`config.mk`:
```
export PLATFORM = sky130hd
export DESIGN_NAME = gray_ptr_sync
export DESIGN_NICKNAME = d
export VERILOG_FILES = /design/src/rtl/gray_ptr_sync.sv
export SDC_FILE = /design/constraint.sdc
export NUM_CORES = 1
export LEC_CHECK = 0
export CAP_MARGIN = 30
export CORE_MARGIN = 3
export CORE_UTILIZATION = 51
export CTS_CLUSTER_SIZE = 14
export DETAILED_ROUTE_END_ITERATION = 10
export PLACE_DENSITY_LB_ADDON = 0.3
export SLEW_MARGIN = 20
export SYNTH_ARGS = -nofsm -noshare
export SYNTH_HDL_FRONTEND = slang
export SYNTH_SLANG_ARGS = --single-unit
export TNS_END_PERCENT = 10
```
`constraint.sdc`:
```
create_clock -name clk -period 5.3 [get_ports clk]
set_input_delay 0.53 -clock clk [delete_from_list [all_inputs] [get_ports clk]]
set_output_delay 0.53 -clock clk [all_outputs]
set_load 0.01 [all_outputs]
```
`src/rtl/gray_ptr_sync.sv`:
```
// gray_ptr_sync: STAGES-deep synchronizer for a Gray-coded FIFO pointer,
// with registered binary decode, change/step pulse and jump detection.
//
// Ports:
//   clk       destination-domain clock, rising edge
//   rst       asynchronous reset, active low
//   gray_in   Gray pointer from the foreign domain (asynchronous)
//   err_clr   synchronous clear of sync_err
//   gray_out  synchronized Gray pointer (last synchronizer stage)
//   bin_out   registered binary equivalent of gray_out
//   changed   one-cycle pulse when bin_out takes a new value
//   step      modulo difference new - old bin_out while changed, else 0
//   ready     high once the pipeline has flushed after reset
//   sync_err  sticky: synchronized pointer moved by more than one bit
module gray_ptr_sync #(
  parameter int WIDTH  = 3,
  parameter int STAGES = 2
) (
  input  logic           clk,
  input  logic           rst,
  input  logic [WIDTH:0] gray_in,
  input  logic           err_clr,
  output logic [WIDTH:0] gray_out,
  output logic [WIDTH:0] bin_out,
  output logic           changed,
  output logic [WIDTH:0] step,
  output logic           ready,
  output logic           sync_err
);

  localparam int PW = WIDTH + 1;
  localparam int CW = $clog2(STAGES + 2);

  if (STAGES < 2 || STAGES > 4) begin : g_bad_stages
    $error("gray_ptr_sync: STAGES must be in 2..4");
  end

  logic [WIDTH:0] sync_q [STAGES];
  logic [WIDTH:0] prev_gray;
  logic [WIDTH:0] bin_next;
  logic [WIDTH:0] gdiff;
  logic [CW-1:0]  warm_cnt;
  logic           moved;
  logic           multi;

  // Plain flop chain: nothing between gray_in and the first stage.
  always_ff @(posedge clk or negedge rst) begin
    if (!rst) begin
      for (int i = 0; i < STAGES; i++) begin
        sync_q[i] <= '0;
      end
    end else begin
      sync_q[0] <= gray_in;
      for (int i = 1; i < STAGES; i++) begin
        sync_q[i] <= sync_q[i-1];
      end
    end
  end

  assign gray_out = sync_q[STAGES-1];

  // bin[i] is the XOR of all Gray bits at or above i.
  always_comb begin
    bin_next = '0;
    for (int i = 0; i < PW; i++) begin
      bin_next[i] = ^(gray_out >> i);
    end
  end

  // More than one bit set <=> clearing the lowest set bit leaves some.
  assign gdiff = gray_out ^ prev_gray;
  assign multi = |(gdiff & (gdiff - PW'(1)));
  assign moved = (bin_next != bin_out);

  // Warm-up: ready rises on edge STAGES+1 after release, then holds.
  always_ff @(posedge clk or negedge rst) begin
    if (!rst) begin
      warm_cnt <= '0;
      ready    <= 1'b0;
    end else if (!ready) begin
      warm_cnt <= warm_cnt + CW'(1);
      ready    <= (warm_cnt == CW'(STAGES));
    end
  end

  always_ff @(posedge clk or negedge rst) begin
    if (!rst) begin
      prev_gray <= '0;
      bin_out   <= '0;
      changed   <= 1'b0;
      step      <= '0;
      sync_err  <= 1'b0;
    end else begin
      prev_gray <= gray_out;
      bin_out   <= bin_next;
      changed   <= ready && moved;
      step      <= (ready && moved) ? bin_next - bin_out : '0;
      // A new jump outranks a coincident clear.
      if (ready && multi) begin
        sync_err <= 1'b1;
      end else if (err_clr) begin
        sync_err <= 1'b0;
      end
    end
  end

endmodule
```
==> results_dict.tcl, run 1 <==
set metrics [dict create \
    synth_top_area_cell "dfrtp_1" \
    route.detailed.drc 0 \
    clk_pin_slew_ps 130 \
    slowest_delay_ps 470 \
    endpoint_kind "flop" \
    arrival_ps 2280 \
    setup_violations 0 \
    grt_setup_unrepaired "no" \
    fin_crit_ps 2100 \
    gp_congestion 0.752 \
    ys_ff_latch 24 \
    slowest_stage "dfrtp_1" \
    powerDensity_nw_per_um2 378 \
    p_int_mw 0.344 \
    grt_pass1_vias 654 \
    portBuffers 21 \
    fill_cells 116 \
    reg2reg_slack_ps 3200 \
    finalHoldViolations 0 \
    start_kind "flop" \
    die_height_um 48.8 \
    switchingPower_mw 0.111 \
    cts_tree "yes" \
    seqPwrFrac_pct 47.7 \
    cp_cell_sequence "xor2_2 -> xnor2_2 -> xor2_1 -> ha_1 -> nand3_1 -> o21ai_0 -> nor3_1" \
    antenna_found_initial 0 \
    fin_crit_sh_pct 39.5 \
    drt_iter0_markers 3 \
    vias 539 \
    synth_fp_nets 81 \
    drtPass1Iterations 2 \
    critPathBufInv 0 \
    initial_utilization_pct 57.8 \
    p_leak_nw 0.542 \
    clkPwrFrac_pct 28.5 \
    slew_viol_final 0 \
    comb_power_share_pct 23.8 \
    grt_overflow 0 \
    synth_area_um2 932 \
    path_class "flop to flop" \
    drive_gt1_share_pct 8.89 \
    grt_pass1_wl_mm 2.66 \
    core-area_um2 1610 \
    cp_max_fo 4 \
    cts_made_buffers 3 \
    cts_num_sinks 24 \
    dp_hpwl_mm 1.11 \
    pin_count 22 \
    htreeDepth 1 \
    synth_top_area_share_pct 64.4 \
    clk-insertion-delay-late_ps 310 \
    post_cts_buffers 0 \
    synthToLayoutAreaGrowth_pct 29.0 \
    synthCells 69 \
    grt_use_total_pct 15.0 \
    antenna_left 0 \
    cts_root_buffer "clkbuf_4" \
    hp-class "flop to flop" \
    wl_mm 1.45 \
    tns_ps 0 \
    fin_nets 103 \
    vdd_drop_max_mv 0.288 \
    worst_pin_slew_ps 460 \
    skew_ps 8.21 \
    synth_area_leaders "dfrtp_1, ha_1, xnor2_1" \
    rows 14 \
    cts_hold_buf 0 \
    hold_depth 0 \
    dieArea_um2 2380 \
    cp.required_ps 5480 \
    max_slew_margin_pct 69.2 \
    routedWlPerCell_um 12.7 \
    clk_path_buf_depth 2 \
    cts_resized 0 \
    diodes 0 \
    syn_avg_cell_area_um2 13.5 \
    maxCapViolations 0 \
    grt_max_degree 16 \
    status "complete, no violations" \
    rr_worst_depth 7 \
    via_per_inst 4.73 \
    ys_seq_area_share_pct 64.4 \
    switching_share_pct 24.4 \
    cp_top_family "XOR/XNOR gates" \
    yosys_warnings 0 \
    fmax_mhz 477 \
    die_w_um 48.8 \
    cp.depth 7 \
    synth.distinct_cells 19 \
    finalPower_mw 0.455 \
]
[layout by cell type (no fill, tap or decap), types with 2 or more instances in the layout]
| cell | n |
|---|---|
| o211ai_1 | 2 |
| clkbuf_4 | 3 |
| clkdlybuf4s50_1 | 21 |
| dfrtp_1 | 24 |
| nor2b_1 | 2 |
| o21ai_0 | 4 |
| inv_1 | 8 |
| ha_1 | 4 |
| nor2_1 | 2 |
| nand3_1 | 2 |
| xnor2_1 | 5 |
| xor2_1 | 3 |
[layout make-up]
type,instances,area [um^2],share of cell area [%]
clock buffers,3,22.5,1.87
multi-input cells,32,264,22.0
inverters,8,30.0,2.50
well taps,24,30.0,2.50
flip-flops and latches,24,601,49.9
repair buffers,22,225,18.7
clock inverters,1,30.0,2.50
[sequential cells by signal, indices dropped and copies added, names as in the netlist]
register and flops:
bin_out 4, gray_out 4, step 4, sync_q 4
prev_gray 3, warm_cnt 2, changed 1, ready 1
sync_err 1
[cell families (layout without fill, tap and decap cells)]
group,Yosys count,in the layout,share of synthesized area [%]
simple gates,10,10,5.50
fa+ha+maj,5,5,7.52
compound gates,7,7,4.29
flops,24,24,64.4
xor+xnor,10,10,11.0
buf+inv,13,34,7.25
[cell usage after synthesis]
cell / instances
xor2_2: 1
inv_1: 8
and3_1: 1
xnor2_1: 5
or2_2: 1
a21oi_1: 1
fa_1: 1
nand2_1: 1
xor2_1: 3
nand3_1: 2
dfrtp_1: 24
o211ai_1: 2
nor2b_1: 2
nor2_1: 2
nor3_1: 1
buf_4: 5
xnor2_2: 1
o21ai_0: 4
ha_1: 4
[per-layer routing]
layer	part of all wire (%)	vias to the layer above	global-route usage, %
met5	0	-	0
met4	0.90	0	8.53
met3	4.7	2	3.37
met2	55	16	26.9
met1	40	268	16.0
li1	-	253	-
[final timing paths]
path / start / to
min: sync_q[6]$_DFF_PN0_ / gray_out[2]$_DFF_PN0_
max: gray_out[2]$_DFF_PN0_ / step[3]$_DFF_PN0_
max in group asynchronous: rst / prev_gray[2]$_DFF_PN0_
max reg2reg: gray_out[2]$_DFF_PN0_ / step[3]$_DFF_PN0_
min in group asynchronous: rst / step[1]$_DFF_PN0_
min reg2reg: sync_q[6]$_DFF_PN0_ / gray_out[2]$_DFF_PN0_
[power by group through the flow]
stage                     clock network [mW]  logic (mW)  registers [mW]
after global routing                   0.141       0.119           0.221
after detailed placement                   0       0.109           0.221
after CTS                              0.132       0.110           0.218
after global placement                     0       0.105           0.220
after floorplan                            0      0.0418           0.230
final                                  0.130       0.108           0.217
[stage by stage]
step                      instance area (um^2)  hold slack, ps  setup slack (ps)  cells  util, %
after floorplan                            932             234              3450     69        -
after global placement                    1130             332              3310    109     70.4
after detailed placement                  1150             340              3230    110     71.4
after CTS                                 1200             371              3210    114     74.6
after global routing                      1200             371              2970    114     74.6
final                                     1200             367              3200    114     74.6
Power figures use the tool's default switching activity.
==> run 2, diff against run 1 <==
--- a/config.mk
+++ b/config.mk
@@ -7,7 +7,7 @@
 export LEC_CHECK = 0
 export CAP_MARGIN = 30
 export CORE_MARGIN = 3
-export CORE_UTILIZATION = 51
+export CORE_UTILIZATION = 47
 export CTS_CLUSTER_SIZE = 14
 export DETAILED_ROUTE_END_ITERATION = 10
 export PLACE_DENSITY_LB_ADDON = 0.3
==> constraint.sdc (replaced) <==
create_clock -name clk -period 2.1 [get_ports clk]
set_input_delay 0.21 -clock clk [delete_from_list [all_inputs] [get_ports clk]]
set_output_delay 0.21 -clock clk [all_outputs]
set_load 0.01 [all_outputs]
==> run 2 against run 1 <==
  * Via count down 3.0%
  * Cell area fell by 0.42%
  * Critical path depth unchanged
  * Sequential share of layout area grew 0.31 points
  * Register-to-register slack lost 3100 ps
  * Setup slack worse by 3100 ps
  * Die area up 7.5%
  * Hold slack worse by 110 ps
  * Critical path type unchanged
  * Critical endpoint is now step[2]$_DFF_PN0_
  * Largest power group unchanged
==> results_dict.tcl, run 2 (synthesis results as in run 1) <==
set metrics [dict create \
    gp_congestion 0.691 \
    skew_ps 8.94 \
    drive_gt1_share_pct 10.0 \
    cts_root_buffer "clkbuf_4" \
    cp_common_cell "xor2_1" \
    die_w_um 50.5 \
    die_height_um 50.5 \
    clk_path_buf_depth 2 \
    rr_worst_depth 7 \
    antenna_found_initial 0 \
    rows 15 \
    grt_setup_unrepaired "yes" \
    drt-met1-wl_um 572 \
    setup_violations 0 \
    reg2reg_to "step[2]$_DFF_PN0_" \
    grt_pass1_vias 564 \
    grt_max_degree 25 \
    cp_cell_sequence "xor2_2 -> xnor2_2 -> xor2_1 -> ha_1 -> fa_1 -> xor2_1 -> nor2_1" \
    pin_count 22 \
    fin_crit_sh_pct 94.8 \
    clkPwrFrac_pct 28.2 \
    dpl.cell_count 111 \
    start_kind "flop" \
    comb_power_share_pct 23.8 \
    core-area_um2 1800 \
    seqPwrFrac_pct 48.0 \
    slew_viol_final 0 \
    portBuffers 21 \
    drtPass1Iterations 1 \
    slowest_delay_ps 460 \
    cp.required_ps 2290 \
    hp-class "primary input to asynchronous set/reset pin" \
    grt_use_total_pct 12.6 \
    cp.depth 7 \
    finalPower_mw 1.14 \
    worst_pin_slew_ps 297 \
    cts_tree "yes" \
    grt_pass1_wl_mm 2.36 \
    p_int_mw 0.867 \
    wl_met3_um 67 \
    grt_overflow 0 \
    antenna_left 0 \
    critPathBufInv 0 \
    highest_layer "met4" \
    finalNonFillerCells 115 \
    path_class "flop to flop" \
    met2_wirelength_um 681 \
    powerDensity_nw_per_um2 951 \
    switchingPower_mw 0.272 \
    fin_nets 103 \
    clk_pin_slew_ps 130 \
    layout_commonest_cell "dfrtp_1" \
    synthToLayoutAreaGrowth_pct 28.5 \
    cts_made_buffers 3 \
    fin_crit_ps 1990 \
    maxCapViolations 0 \
    htreeDepth 1 \
    drt_iter0_markers 0 \
    switching_share_pct 23.9 \
    diodes 0 \
    cp_top_family "XOR/XNOR gates" \
    via_per_inst 4.55 \
    fmax_mhz 502 \
    routedWlPerCell_um 11.6 \
    dieArea_um2 2550 \
    final_cell_mix "dfrtp_1, clkdlybuf4s50_1, inv_1" \
    route.detailed.drc 0 \
    reg2reg_slack_ps 110 \
    finalHoldViolations 0 \
    arrival_ps 2180 \
    endpoint_kind "flop" \
    slowest_stage "dfrtp_1" \
    cp_max_fo 4 \
    p_leak_nw 0.538 \
    status "complete, no violations" \
    wl_mm 1.34 \
    cts_num_sinks 24 \
    dp_hpwl_mm 1.01 \
    vias 523 \
    worstReg2RegStart "gray_out[2]$_DFF_PN0_" \
    max_slew_margin_pct 80.1 \
    initial_utilization_pct 51.7 \
    vdd_drop_max_mv 0.630 \
    clk-insertion-delay-late_ps 310 \
    cts_hold_buf 0 \
]
## run 2: cell counts in the layout (fill, tap and decap cells not counted)
Identical to the previous run, type by type.
## run 2: worst max path at each step
stage	slack (ps)	start	to
detailed placement	80	gray_out[3]$_DFF_PN0_	step[3]$_DFF_PN0_
floorplan	250	gray_out[2]$_DFF_PN0_	step[2]$_DFF_PN0_
global placement	80	gray_out[3]$_DFF_PN0_	step[3]$_DFF_PN0_
finish	110	gray_out[2]$_DFF_PN0_	step[2]$_DFF_PN0_
CTS	0.7	gray_out[3]$_DFF_PN0_	step[3]$_DFF_PN0_
global route	-4	gray_out[2]$_DFF_PN0_	step[2]$_DFF_PN0_
## run 2: power by group through the flow
stage / Sequential (mW) / Clock [mW] / Combinational [mW]
2_1_floorplan: 0.581 / 0 / 0.106
3_3_place_gp: 0.555 / 0 / 0.268
3_5_place_dp: 0.557 / 0 / 0.270
4_1_cts: 0.548 / 0.331 / 0.274
5_1_grt: 0.557 / 0.355 / 0.298
6_report: 0.546 / 0.322 / 0.271
## run 2: repair_timing
item | CTS | global route
resized for setup | 0 | 3
setup endpoints to repair | 0 | 4
setup buffers | 0 | 0
## run 2: cell type report
cell class / count / area (um^2)
clock buffers: 3 / 22.5
clock inverters: 1 / 30.0
fillers: 143 / 604
inverters: 8 / 30.0
multi-input cells: 32 / 264
flip-flops and latches: 24 / 602
well taps: 25 / 31.3
repair buffers: 22 / 218
## run 2: stage by stage
| stage | cell area (um^2) | utilization (%) | worst slack, ps | hold slack [ps] | TNS, ps |
|---|---|---|---|---|---|
| after floorplan | 932 | - | 255 | -85.6 | 0 |
| after global placement | 1140 | 63.5 | 84.2 | 333 | 0 |
| after detailed placement | 1140 | 63.5 | 77.0 | 339 | 0 |
| after CTS | 1200 | 66.4 | 0.678 | 257 | 0 |
| after global routing | 1200 | 66.5 | -4.24 | 255 | -4.24 |
| final | 1200 | 66.5 | 108 | 253 | 0 |
## run 2: worst reg2reg max path: stages (launching register included)
cell and delay, ps:
dfrtp_1 460, xor2_2 280, xnor2_2 140, xor2_1 190
ha_1 220, fa_1 380, xor2_1 160, nor2_1 60
## run 2: routing by layer
layer  vias to the layer above  GRT usage (%)
met5                         -              0
met4                         0           8.07
met3                         2           2.37
met2                        15           21.3
met1                       250           14.5
li1                        256              -
